$ cat src/rtl/sdram_port_arbiter.sv
// Round-robin front end that multiplexes client write/burst-read requests onto
// the SDRAM controller command interface and routes completions back to the owner.
module sdram_port_arbiter #(
    parameter int unsigned Channels    = 2,
    parameter int unsigned AddrWidth   = 25,
    parameter int unsigned DataWidth   = 16,
    parameter int unsigned BurstLength = 1
) (
    input  logic                           clk_i,
    input  logic                           rst_i,
    input  logic [Channels-1:0]            req_valid_i,
    output logic [Channels-1:0]            req_ready_o,
    input  logic [Channels-1:0]            req_write_i,
    input  logic [Channels*AddrWidth-1:0]  req_addr_i,
    input  logic [Channels*DataWidth-1:0]  req_wdata_i,
    output logic [DataWidth-1:0]           rd_data_o,
    output logic [Channels-1:0]            rd_valid_o,
    output logic [Channels-1:0]            wr_done_o,
    output logic                           busy_o,
    output logic [1:0]                     mem_command_o,
    output logic [AddrWidth-1:0]           mem_address_o,
    output logic [DataWidth-1:0]           mem_write_data_o,
    input  logic [DataWidth-1:0]           mem_read_data_i,
    input  logic                           mem_read_valid_i,
    input  logic                           mem_write_done_i
);

    localparam int unsigned ChW  = (Channels > 1) ? $clog2(Channels) : 1;
    localparam int unsigned CntW = $clog2(BurstLength) + 1;

    localparam logic [1:0] CmdIdle  = 2'd0;
    localparam logic [1:0] CmdWrite = 2'd1;
    localparam logic [1:0] CmdRead  = 2'd2;

    typedef enum logic [1:0] {
        IDLE,
        ISSUE,
        GAP
    } state_e;

    state_e                state_q;
    logic [ChW-1:0]        last_q;
    logic [ChW-1:0]        owner_q;
    logic                  write_q;
    logic [CntW-1:0]       beat_q;
    logic [1:0]            cmd_q;
    logic [AddrWidth-1:0]  addr_q;
    logic [DataWidth-1:0]  wdata_q;
    logic [DataWidth-1:0]  rd_data_q;
    logic [Channels-1:0]   rd_valid_q;
    logic [Channels-1:0]   wr_done_q;
    logic                  busy_q;

    logic                  grant_found_d;
    logic [ChW-1:0]        grant_d;
    logic [ChW-1:0]        cand_d;

    // Round-robin pick: first requester at or after last_q+1, wrapping.
    always_comb begin
        grant_found_d = 1'b0;
        grant_d       = '0;
        cand_d        = '0;
        for (int unsigned i = 1; i <= Channels; i++) begin
            cand_d = ChW'((32'(last_q) + i) % Channels);
            if (!grant_found_d && req_valid_i[cand_d]) begin
                grant_found_d = 1'b1;
                grant_d       = cand_d;
            end
        end
    end

    // Reset gating keeps the accept pulse low while reset is held.
    assign req_ready_o = (!rst_i && (state_q == IDLE) && grant_found_d)
                       ? (Channels'(1) << grant_d) : '0;

    always_ff @(posedge clk_i or posedge rst_i) begin
        if (rst_i) begin
            state_q    <= IDLE;
            last_q     <= ChW'(Channels - 1);
            owner_q    <= '0;
            write_q    <= 1'b0;
            beat_q     <= '0;
            cmd_q      <= CmdIdle;
            addr_q     <= '0;
            wdata_q    <= '0;
            rd_data_q  <= '0;
            rd_valid_q <= '0;
            wr_done_q  <= '0;
            busy_q     <= 1'b0;
        end else begin
            rd_valid_q <= '0;
            wr_done_q  <= '0;
            unique case (state_q)
                IDLE: begin
                    if (grant_found_d) begin
                        owner_q <= grant_d;
                        last_q  <= grant_d;
                        write_q <= req_write_i[grant_d];
                        addr_q  <= req_addr_i[grant_d*AddrWidth +: AddrWidth];
                        wdata_q <= req_wdata_i[grant_d*DataWidth +: DataWidth];
                        cmd_q   <= req_write_i[grant_d] ? CmdWrite : CmdRead;
                        beat_q  <= '0;
                        busy_q  <= 1'b1;
                        state_q <= ISSUE;
                    end
                end
                ISSUE: begin
                    // Only the completion type matching the issued command counts.
                    if (write_q) begin
                        if (mem_write_done_i) begin
                            wr_done_q <= Channels'(1) << owner_q;
                            cmd_q     <= CmdIdle;
                            state_q   <= GAP;
                        end
                    end else if (mem_read_valid_i) begin
                        rd_valid_q <= Channels'(1) << owner_q;
                        rd_data_q  <= mem_read_data_i;
                        if (beat_q == CntW'(BurstLength - 1)) begin
                            beat_q  <= '0;
                            cmd_q   <= CmdIdle;
                            state_q <= GAP;
                        end else begin
                            beat_q <= beat_q + CntW'(1);
                        end
                    end
                end
                GAP: begin
                    busy_q  <= 1'b0;
                    state_q <= IDLE;
                end
                default: begin
                    cmd_q   <= CmdIdle;
                    busy_q  <= 1'b0;
                    state_q <= IDLE;
                end
            endcase
        end
    end

    assign rd_data_o        = rd_data_q;
    assign rd_valid_o       = rd_valid_q;
    assign wr_done_o        = wr_done_q;
    assign busy_o           = busy_q;
    assign mem_command_o    = cmd_q;
    assign mem_address_o    = addr_q;
    assign mem_write_data_o = wdata_q;

endmodule

$ cat config.mk
export PLATFORM = sky130hd
export DESIGN_NAME = sdram_port_arbiter
export DESIGN_NICKNAME = d
export VERILOG_FILES = /design/src/rtl/sdram_port_arbiter.sv
export SDC_FILE = /design/constraint.sdc
export NUM_CORES = 1
export LEC_CHECK = 0
export BUFFER_PORTS_ARGS = -buffer_cell sky130_fd_sc_hd__buf_2
export CAP_MARGIN = 20
export CORE_ASPECT_RATIO = 0.5
export CORE_MARGIN = 2
export CORE_UTILIZATION = 40
export CTS_CLUSTER_DIAMETER = 200
export DETAILED_ROUTE_END_ITERATION = 12
export GPL_TIMING_DRIVEN = 1
export PLACE_DENSITY_LB_ADDON = 0.12
export SLEW_MARGIN = 20
export SYNTH_ARGS = -nofsm -noshare
export SYNTH_HDL_FRONTEND = slang
export SYNTH_SLANG_ARGS = --single-unit
$ cat constraint.sdc
create_clock -name clk_i -period 2.8 [get_ports clk_i]
set_clock_uncertainty 0.15 [all_clocks]
set_input_delay 0.42 -clock clk_i [delete_from_list [all_inputs] [get_ports clk_i]]
set_output_delay 0.42 -clock clk_i [all_outputs]
set_load 0.01 [all_outputs]
* Word-level counts from Yosys, hierarchy flattened
Cells that the tools add are included.
** Operators by class
- Multiplexer cells :: 37
- Reduce and logical (&&, ||, !) cells :: 13
- Equal/unequal tests :: 8
- Shift operators :: 4
- Multipliers :: 1
- Order comparisons :: 3
- Bitwise operators :: 3
- Add/subtract/negate cells :: 3
** Operators by type and width (count)
- $shiftx A50 B7 Y25 :: 1
- $mux W2 :: 18
- $shiftx A32 B6 Y16 :: 1
- $mux W1 :: 15
- $ne A3 B3 Y1 const B :: 3
- $reduce_and A4 Y1 :: 2
- $lt A1 B2 Y1 const B :: 3
- $mul A1 B5 Y6 const B :: 1
- $ne A2 B2 Y1 const B :: 3
- $pmux W2 S3 :: 1
- $reduce_and A5 Y1 :: 1
- $pmux W1 S2 :: 2
- $pmux W2 S2 :: 1
- $reduce_and A2 Y1 :: 2
- $shl A1 B1 Y2 const A :: 2
- $add A1 B1 Y1 const B :: 3
- $logic_and A1 B1 Y1 :: 3
- $not A1 Y1 :: 3
- $reduce_and A3 Y1 :: 1
- $eq A2 B1 Y1 const B :: 1
- $eq A2 B2 Y1 const B :: 1
- $logic_not A1 Y1 :: 2
- $logic_not A2 Y1 :: 1
- $reduce_bool A2 Y1 :: 1
** Word-level totals
- Flip-flop bits (word level) :: 70
- Input port bits :: 106
- Output and inout port bits :: 66
- Word-level logic and storage cells :: 84

* Depth between registers and ports, before layout
Gate-level depths: netlist (run 1).
- Depth after elaboration :: 12
- Depth in mapped cells :: 6
- Depth with buffers taken out :: 3

* Worst setup path after synthesis (run 1)
Ideal clock, no wire load.
- Kind :: in2out
- Start point :: in rst_i
- End point :: out req_ready_o[0]
- Data required time :: 2.230 ns
- Arrival :: 2.265 ns
- Buffers on the path :: 0
- Stages on the path :: 2
- Slack :: -0.035 ns
- Cells stage by stage :: inv_1 -> and3_1
** On the way
- Word-level cells in the longest chain between the ends :: 4
** Ends and longest elaborated chain
- start, declared :: RTL line 10 : input logic rst_i,
- $logic_not A1 Y1 (no line)
- $logic_and A1 B1 Y1 (2 in series) :: RTL line 73 : assign req_ready_o = (!rst_i && (state_q == IDLE) && grant_found_d)
- $mux W2 :: RTL line 74 : ? (Channels'(1) << grant_d) : '0;
- end, declared :: RTL line 12 : output logic [Channels-1:0] req_ready_o,
Every way passes these cells.

* Worst setup path after layout (run 1)
- Start point :: reg state_q[1]
- End point :: out req_ready_o[1]
** On the way
- Word-level cells in the longest chain between the ends :: 4
** Ends and longest elaborated chain
- start, declared :: RTL line 41 : state_e state_q;
- start signal, assigned :: RTL line 78 : state_q <= IDLE;
- start signal, assigned :: RTL line 104 : state_q <= ISSUE;
- start signal, assigned :: RTL line 113 : state_q <= GAP;
- $logic_not A2 Y1 :: RTL line 73
- $logic_and A1 B1 Y1 (2 in series) :: RTL line 73
- $mux W2 :: RTL line 74
Every way passes these cells.

==> results of run 1 <==
-- worst max-delay path by stage --
stage,from,to,slack (ns),depth (start not counted)
after CTS,state_q[1]$_DFFE_PP0P_,req_ready_o[1],0.47,5
after floorplan,rst_i,req_ready_o[0],0.42,2
after global placement,state_q[0]$_DFFE_PP0P_,rd_data_o[14]$_DFFE_PP0P_,0.78,3
after global routing,state_q[1]$_DFFE_PP0P_,req_ready_o[1],0.37,5
after detailed placement,state_q[0]$_DFFE_PP0P_,rd_data_o[12]$_DFFE_PP0P_,0.70,3
final,state_q[1]$_DFFE_PP0P_,req_ready_o[1],0.48,5
-- cells in the final DEF, fill, tap and decap left out --
cell type	n
and3_4	1
mux2_4	8
clkinv_2	2
mux2i_1	43
a221oi_1	1
clkinvlp_4	1
nor3_1	3
buf_2	171
a22oi_1	2
mux2_2	8
o22ai_1	1
nand3_1	1
clkbuf_16	9
a21o_1	3
o21ai_0	83
dfstp_2	1
and3_1	1
dfrtp_1	68
clkbuf_8	1
o21bai_2	1
nor2b_4	1
o2bb2ai_1	1
nand2_1	3
a21bo_2	1
inv_1	6
and2_1	3
buf_4	7
nand2b_1	1
nor2_1	3
clkbuf_1	3
-- sequential cells by signal, summed over array words and instances (netlist names) --
register / cells
mem_address_o: 25
mem_write_data_o: 16
rd_data_o: 16
mem_command_o: 2
rd_valid_o: 2
state_q: 2
wr_done_o: 2
busy_o: 1
last_q: 1
owner_q: 1
write_q: 1
-- cells by family after synthesis --
logic type,synth area share
AOI/OAI and AO/OA,0.1581
DFF,0.5528
muxes,0.2050
buffers and inverters,0.05245
and+or+nand+nor,0.03162
-- critical path: cells and delay by family (launching register included) --
kind                   cells  cell delay (ns)
AND/OR/NAND/NOR            2             0.39
buffers and inverters      2             0.39
AO/OA/AOI/OAI              1             0.22
flip-flops                 1             0.43
-- per-layer routing --
metal  vias to the layer above  GRT usage
met5                         -          0
met4                         0    0.06522
met3                         8    0.06988
met2                        97     0.3089
met1                      1236     0.2302
li1                       1285          -
-- layout make-up --
type	count	area, sq um	share of cell area
tap	108	135.1	0.03143
multi-input combinational	169	1237	0.2878
inverter	7	30.03	0.006985
sequential	69	1728	0.4019
clock buffer	13	250.2	0.05821
timing repair buffer	178	908.4	0.2113
clock inverter	2	10.01	0.002328
-- Yosys cell counts (all sizes together) (2+ instances only) --
cell type | instances | area (sq um)
buf | 12 | 100.1
nand2 | 3 | 11.26
and3 | 2 | 17.52
mux2 | 16 | 210.2
inv | 7 | 26.28
mux2i | 43 | 430.4
nor2 | 3 | 11.26
a21o | 3 | 22.52
a22oi | 2 | 15.01
clkbuf | 10 | 37.54
nor3 | 3 | 15.01
dfrtp | 68 | 1702
o21ai | 83 | 415.4
and2 | 3 | 18.77
-- power groups by stage --
stage                     registers [mW]  logic, mW  clock network, mW
after CTS                           1.76       1.83               1.02
after global routing                1.82       2.01               1.06
after global placement              1.75       1.77                  0
after detailed placement            1.77       1.83                  0
after floorplan                     1.92      0.949                  0
final                               1.75       1.80              0.988
-- per-stage QoR --
step	hold WS (ns)	cells	worst slack, ns	power (mW)
finish	0.1773	546	0.4795	4.536
global route	0.1669	546	0.3682	4.893
CTS	0.1619	546	0.4676	4.606
detailed placement	0.3162	531	0.6998	3.594
global placement	0.3144	531	0.7753	3.518
floorplan	0.2873	267	0.4192	2.871
==> summary.md, run 1 <==
| Metric | Value |
|---|---|
| Die X | `129.0 um` |
| Post-synth ARST share | `1.000` |
| #FFs+latches synth | `69` |
| Detailed placement HPWL | `5679 um` |
| Reg-to-Reg End | `rd_data_o[9]$_DFFE_PP0P_` |
| Leak | `approximately 2.3 nW` |
| Flop2flop setup slack | `0.69 ns` |
| M1 wire length | `3484 um` |
| Die area | `8580 sq um` |
| FF-to-FF Start | `state_q[0]$_DFFE_PP0P_` |
| CTS H-tree depth | `3` |
| Cts hold-fix bufs | `0` |
| Wirelength per Cell | `14.12 um` |
| Cell count of the worst hold path | `2` |
| Measured slew at the worst slew-check pin | `between 0.8 and 0.9 ns` |
| Area grow syn2layout | `37.55%` |
| Vias/cell | `between 4 and 5` |
| Outcome | `finished clean` |
| Antenna violations before repair | `0` |
| First-pass GRT wire length | `between 10000 and 15000 um` |
| Top routing layer used | `met4` |
| Routed wire length | `7712 um` |
| Finished Core Util | `0.5763` |
| CTS root buf | `clkbuf_16` |
| Startpoint types | `register` |
| R2R cell count | `3` |
| Worst skew pair latency | `0.32 ns` |
| Min-delay src | `mem_read_data_i[6]` |
| Largest net degree at the start of global routing | `70` |
| Cell Pwr Density | `1055 nW/um^2` |
| Detailed-route via count | `2626` |
| Cell Area, Placed | `a little over 4000 sq um` |
| Worst-path cell chain | `o21bai_2 -> buf_4 -> nand2b_1 -> nor3_1 -> buf_2` |
| Vias in the first global route | `roughly 2600` |
| Slew Viols, Final | `0` |
| Max Cap Viol | `0` |
| Cts bufs inserted | `9` |
| CTS max path bufs | `2` |
| CTS tree | `built` |
| Fin Setup TNS | `0 ns` |
| RSZ-0062 raised after global routing | `false` |
| # diodes | `0` |
| Mapped Cells | `267` |
| Tmin final | `2.321 ns` |
| Number of remaining DRC errors | `0` |
| Final period utilization | `0.8288` |
| Yosys cell types | `28` |
| Worst EP arrival | `1.75 ns` |
| Setup crit end kind | `output port` |
| Post-Syn Nets | `373` |
| Fin area | `about 4300 sq um` |
| VDD IR max | `0.0004319 V` |
| Hold Crit Class | `in2reg` |
| Endpoint of the worst hold path | `rd_data_o[6]$_DFFE_PP0P_` |
| DRT Pass-1 Iters | `4` |
| Sequential element share of the synthesized area | `0.5528` |
| Clock sink total | `69` |
| Nets | `540` |
| Fillers | `between 600 and 700` |
| CP peak stage delay | `0.43 ns` |
| Worst Path Max Fanout | `24` |
| GRT Overall Usage | `0.1878` |
| Setup bufs post-CTS | `0` |
| Buffers added on ports | `171` |
| CP Class | `reg2out` |
| Die height | `around 67 um` |
| Average cell area after synthesis | `11.71 sq um` |
| Rows | `22` |
| Slew margin rel. | `0.4282` |
| Number of synthesized flops with an enable pin | `0` |
| Met3 Wirelength | `574 um` |
| Clock slew at reported path FFs | `around 0.050 ns` |
| Synth Warn # | `0` |
| Switching power | `1.622 mW` |
| Initial Util | `0.4190` |
| Reg power frac | `0.386` |
| IO Pins | `between 150 and 200` |
| Grt total ovfl | `0` |
| P_int | `a little under 3 mW` |
| Worst Path Required | `~2.2 ns` |
| Post-route ant nets | `0` |
| Comb power frac | `0.396` |
| Final Hold Viols | `0` |
| Max Freq | `0.4309 GHz` |
| Core box area | `7460 sq um` |
| Gpl congestion | `0.7094` |
| Met2 wire len | `3556 um` |
| Final Setup Violations | `0` |
| Main synth FF type | `dfrtp_1` |
| Switching portion of total power | `0.3576` |
| Clock share of power | `0.218` |
| Worst path slowest cell | `dfrtp_1` |
| Drt initial violations | `90` |
| Share of layout cells above drive strength 1 | `0.4840` |
| Cell Area, Synth | `roughly 3100 sq um` |
| Number of gates resized after cts | `0` |
Power figures use the tool's default switching activity.
==> run 2: changes to the inputs <==
--- a/config.mk
+++ b/config.mk
@@ -5,11 +5,12 @@
 export SDC_FILE = /design/constraint.sdc
 export NUM_CORES = 1
 export LEC_CHECK = 0
+export ABC_AREA = 1
 export BUFFER_PORTS_ARGS = -buffer_cell sky130_fd_sc_hd__buf_2
 export CAP_MARGIN = 20
 export CORE_ASPECT_RATIO = 0.5
 export CORE_MARGIN = 2
-export CORE_UTILIZATION = 40
+export CORE_UTILIZATION = 45
 export CTS_CLUSTER_DIAMETER = 200
 export DETAILED_ROUTE_END_ITERATION = 12
 export GPL_TIMING_DRIVEN = 1
==> constraint.sdc (replaced) <==
create_clock -name clk_i -period 2.25 [get_ports clk_i]
set_clock_uncertainty 0.15 [all_clocks]
set_input_delay 0.3375 -clock clk_i [delete_from_list [all_inputs] [get_ports clk_i]]
set_output_delay 0.3375 -clock clk_i [all_outputs]
set_load 0.01 [all_outputs]
==> summary.md, run 2 <==
| Metric | Value |
|---|---|
| Hold Crit Class | `in2reg` |
| Flip-flop count of the largest register after layout | `25 (unchanged)` |
| Worst path slowest cell | `dfstp_2` |
| Vias in the first global route | `2941 (+14%)` |
| Compound-Gate Fraction of Synth Area | `0.02867 (-0.1295)` |
| Outcome | `finished clean` |
| Post-route ant nets | `0 (unchanged)` |
| CP Class | `reg2out` |
| Wirelength per Cell | `10.95 um (-23%)` |
| Most common cell after layout, fill and taps aside | `nand2_1` |
| Final Power | `5.708 mW (+26%)` |
| #FFs+latches synth | `69 (unchanged)` |
| Multiplexer share of the synthesized area | `0 (-0.2050)` |
| Worst Path Max Fanout | `4 (-83%)` |
| Setup bufs post-CTS | `0 (unchanged)` |
| Cell Area, Synth | `3142 sq um (+0.52%)` |
| CTS max path bufs | `2 (unchanged)` |
| CTS tree | `built` |
| RSZ-0062 raised after global routing | `false` |
| Tmin final | `1.928 ns` |
| Max Cap Viol | `0 (unchanged)` |
| Vias/cell | `4.438 (-7.7%)` |
| Core box area | `6726 sq um (-9.8%)` |
| Sequential element share of the synthesized area | `0.5500 (-0.002862)` |
| Post-synthesis simple-gate area fraction | `0.3664 (+0.3348)` |
| First-pass GRT wire length | `12950 um (+6.3%)` |
| Cts bufs inserted | `9 (unchanged)` |
| Dpl cells | `681 (+28%)` |
| Initial Util | `0.4671 (+0.04809)` |
| Slew Viols, Final | `0 (unchanged)` |
| FF/Latch Area | `1728 sq um (unchanged)` |
| Drt initial violations | `152 (+69%)` |
| Rows | `21 (-4.5%)` |
| Most frequent cell on the critical path | `nand2_1` |
| Die X | `122.2 um (-5.3%)` |
| Post-synth top cells | `nand2_1, dfrtp_1, inv_1` |
| Area grow syn2layout | `40.62%` |
| Grt total ovfl | `0 (unchanged)` |
| Post-Syn Nets | `533 (+43%)` |
| Routed wire length | `7629 um (-1.1%)` |
| VDD IR max | `0.0006682 V (+55%)` |
| XOR/XNOR Fraction of Synth Area | `0 (unchanged)` |
| Measured slew at the worst slew-check pin | `0.3443 ns (-0.5134 ns)` |
| Clock sink total | `69 (unchanged)` |
| Worst-path cell chain | `nand2_1 -> nand2_1 -> clkinv_1 -> nand2_1 -> nor2_1 -> buf_2` |
| Multi-input logic area | `1241 sq um (+0.30%)` |
| Final Setup Violations | `0 (unchanged)` |
| CP Buf/Inv Count | `2 (unchanged)` |
| Cell Pwr Density | `1292 nW/um^2 (+22%)` |
| # diodes | `0 (unchanged)` |
| Final period utilization | `0.8570` |
| Post-synth ARST share | `1.000 (unchanged)` |
| Main synth FF type | `dfrtp_1` |
| Slew margin rel. | `0.7705 (+0.3423)` |
| CTS root buf | `clkbuf_16` |
| Synth Warn # | `0 (unchanged)` |
| Worst skew pair latency | `0.32 ns (about the same)` |
| Worst EP arrival | `1.44 ns (-0.31 ns)` |
| Setup crit end kind | `output port` |
| Largest net degree at the start of global routing | `70 (unchanged)` |
| Most frequent cells in the layout | `nand2_1, buf_2, dfrtp_1` |
| CP peak stage delay | `0.52 ns (+0.09 ns)` |
| Setup ws final | `0.3219 ns (-0.1576 ns)` |
| DP Worst Slack | `0.6454 ns (-0.05442 ns)` |
| Die area | `7707 sq um (-10%)` |
| Antenna violations before repair | `0 (unchanged)` |
| Detailed-route via count | `3093 (+18%)` |
| Synth area leader | `dfrtp_1` |
| Detailed placement HPWL | `5544 um (-2.4%)` |
| Adder-cell area share of the yosys netlist | `0 (unchanged)` |
| Max Freq | `0.5186 GHz` |
| Average cell area after synthesis | `7.358 sq um (-37%)` |
| Leading post-synthesis cells by cell area | `dfrtp_1, nand2_1, o21ai_0` |
| Final Hold Viols | `0 (unchanged)` |
| Dominant cell by count in the synthesized netlist | `nand2_1` |
| Buffers added on ports | `171 (unchanged)` |
| Startpoint types | `register` |
| CTS H-tree depth | `3 (unchanged)` |
| IO Pins | `172 (unchanged)` |
| Leak | `2.762 nW (+21%)` |
| Worst Path Required | `1.76 ns (-0.47 ns)` |
| DRT Pass-1 Iters | `5 (+1)` |
| Share of layout cells above drive strength 1 | `0.3306 (-0.1534)` |
| Number of remaining DRC errors | `0 (unchanged)` |
| Fillers | `607 (-7.0%)` |
| Number of synthesized flops with an enable pin | `0 (unchanged)` |
| Die height | `63.09 um (-5.1%)` |
| Top-area cell type share of the netlist area | `0.5416 (-0.002819)` |
| Worst path top cell family by delay | `flip-flops` |
| Non-Filler Instances | `697 (+28%)` |
| Fin Setup TNS | `0 ns (unchanged)` |
| Nets | `707 (+31%)` |
| Main combinational cell family by area after synthesis | `simple AND/OR/NAND/NOR gates` |
| Mapped Cells | `427 (+60%)` |
| GRT Overall Usage | `0.2145 (+0.02663)` |
| Gpl congestion | `0.8178 (+15%)` |
| Yosys cell types | `16 (-43%)` |
| Clock slew at reported path FFs | `0.05 ns (about the same)` |
-- run 2: cell count changes after synthesis, moves of 4 or more --
cell / before / now
nor2_1: 3 / 7
mux2_2: 8 / 0
clkbuf_1: 10 / 6
buf_2: 4 / 12
mux2_4: 8 / 0
buf_4: 5 / 0
inv_1: 7 / 21
nand2_1: 3 / 283
mux2i_1: 43 / 0
o21ai_0: 83 / 18
-- run 2: kinds of logic after synthesis --
logic type | count (synthesis)
buffers and inverters | 42
AOI/OAI and AO/OA | 18
and+or+nand+nor | 298
DFF | 69
-- run 2: worst paths after layout --
path / start / endpoint / slack [ns] / cells after the start
setup / recovery: last_q$_DFFE_PP1P_ / req_ready_o[1] / 0.32 / 6
hold / removal: mem_read_data_i[13] / rd_data_o[13]$_DFFE_PP0P_ / 0.11 / 3
setup reg to reg: last_q$_DFFE_PP1P_ / write_q$_DFFE_PP0P_ / 0.66 / 8
hold reg to reg: owner_q$_DFFE_PP0P_ / wr_done_o[0]$_DFF_PP0_ / 0.30 / 1
max in group asynchronous: rst_i / last_q$_DFFE_PP1P_ / 1.12 / 4
min in group asynchronous: rst_i / busy_o$_DFFE_PP0P_ / 0.54 / 4
-- run 2: timing repair --
action,CTS,global route
endpoints found under the hold margin,68,0
resized for setup,0,0
hold buffers,1,0
setup endpoints to repair,0,0
-- run 2: layout make-up --
| cell class | instances | area share |
|---|---|---|
| repair buffers | 182 | 0.2158 |
| well taps | 92 | 0.02605 |
| clock inverters | 1 | 0.006797 |
| multi-input cells | 316 | 0.2809 |
| clock buffers | 14 | 0.05976 |
| flip-flops and latches | 69 | 0.3911 |
| inverters | 23 | 0.01954 |
-- run 2: worst min-delay path: stages --
cell and delay [ns]:
buf_2 0.09, inv_1 0.03, o21ai_0 0.07
-- run 2: stage by stage --
step                area, sq um    util  hold slack (ns)
floorplan                  3142       -           0.2759
global placement           4114  0.6116           0.2906
detailed placement         4114  0.6116           0.2917
CTS                        4418  0.6568           0.1046
global route               4418  0.6568           0.1176
finish                     4418  0.6568           0.1136
-- run 2: routing by layer --
| metal | wire [um] | share of wire | vias to the layer above | global-route usage |
|---|---|---|---|---|
| met3 | 591 | 0.077 | 5 | 0.07065 |
| met1 | 3514 | 0.46 | 1372 | 0.2607 |
| met5 | 0 | 0 | - | 0 |
| met2 | 3480 | 0.46 | 96 | 0.3673 |
| li1 | - | - | 1620 | - |
| met4 | 43 | 0.0056 | 0 | 0.06034 |
-- run 2: where the power goes --
part           switching (mW)  internal (mW)
Sequential              0.307           1.81
Clock                   0.453          0.912
Combinational            1.36          0.864
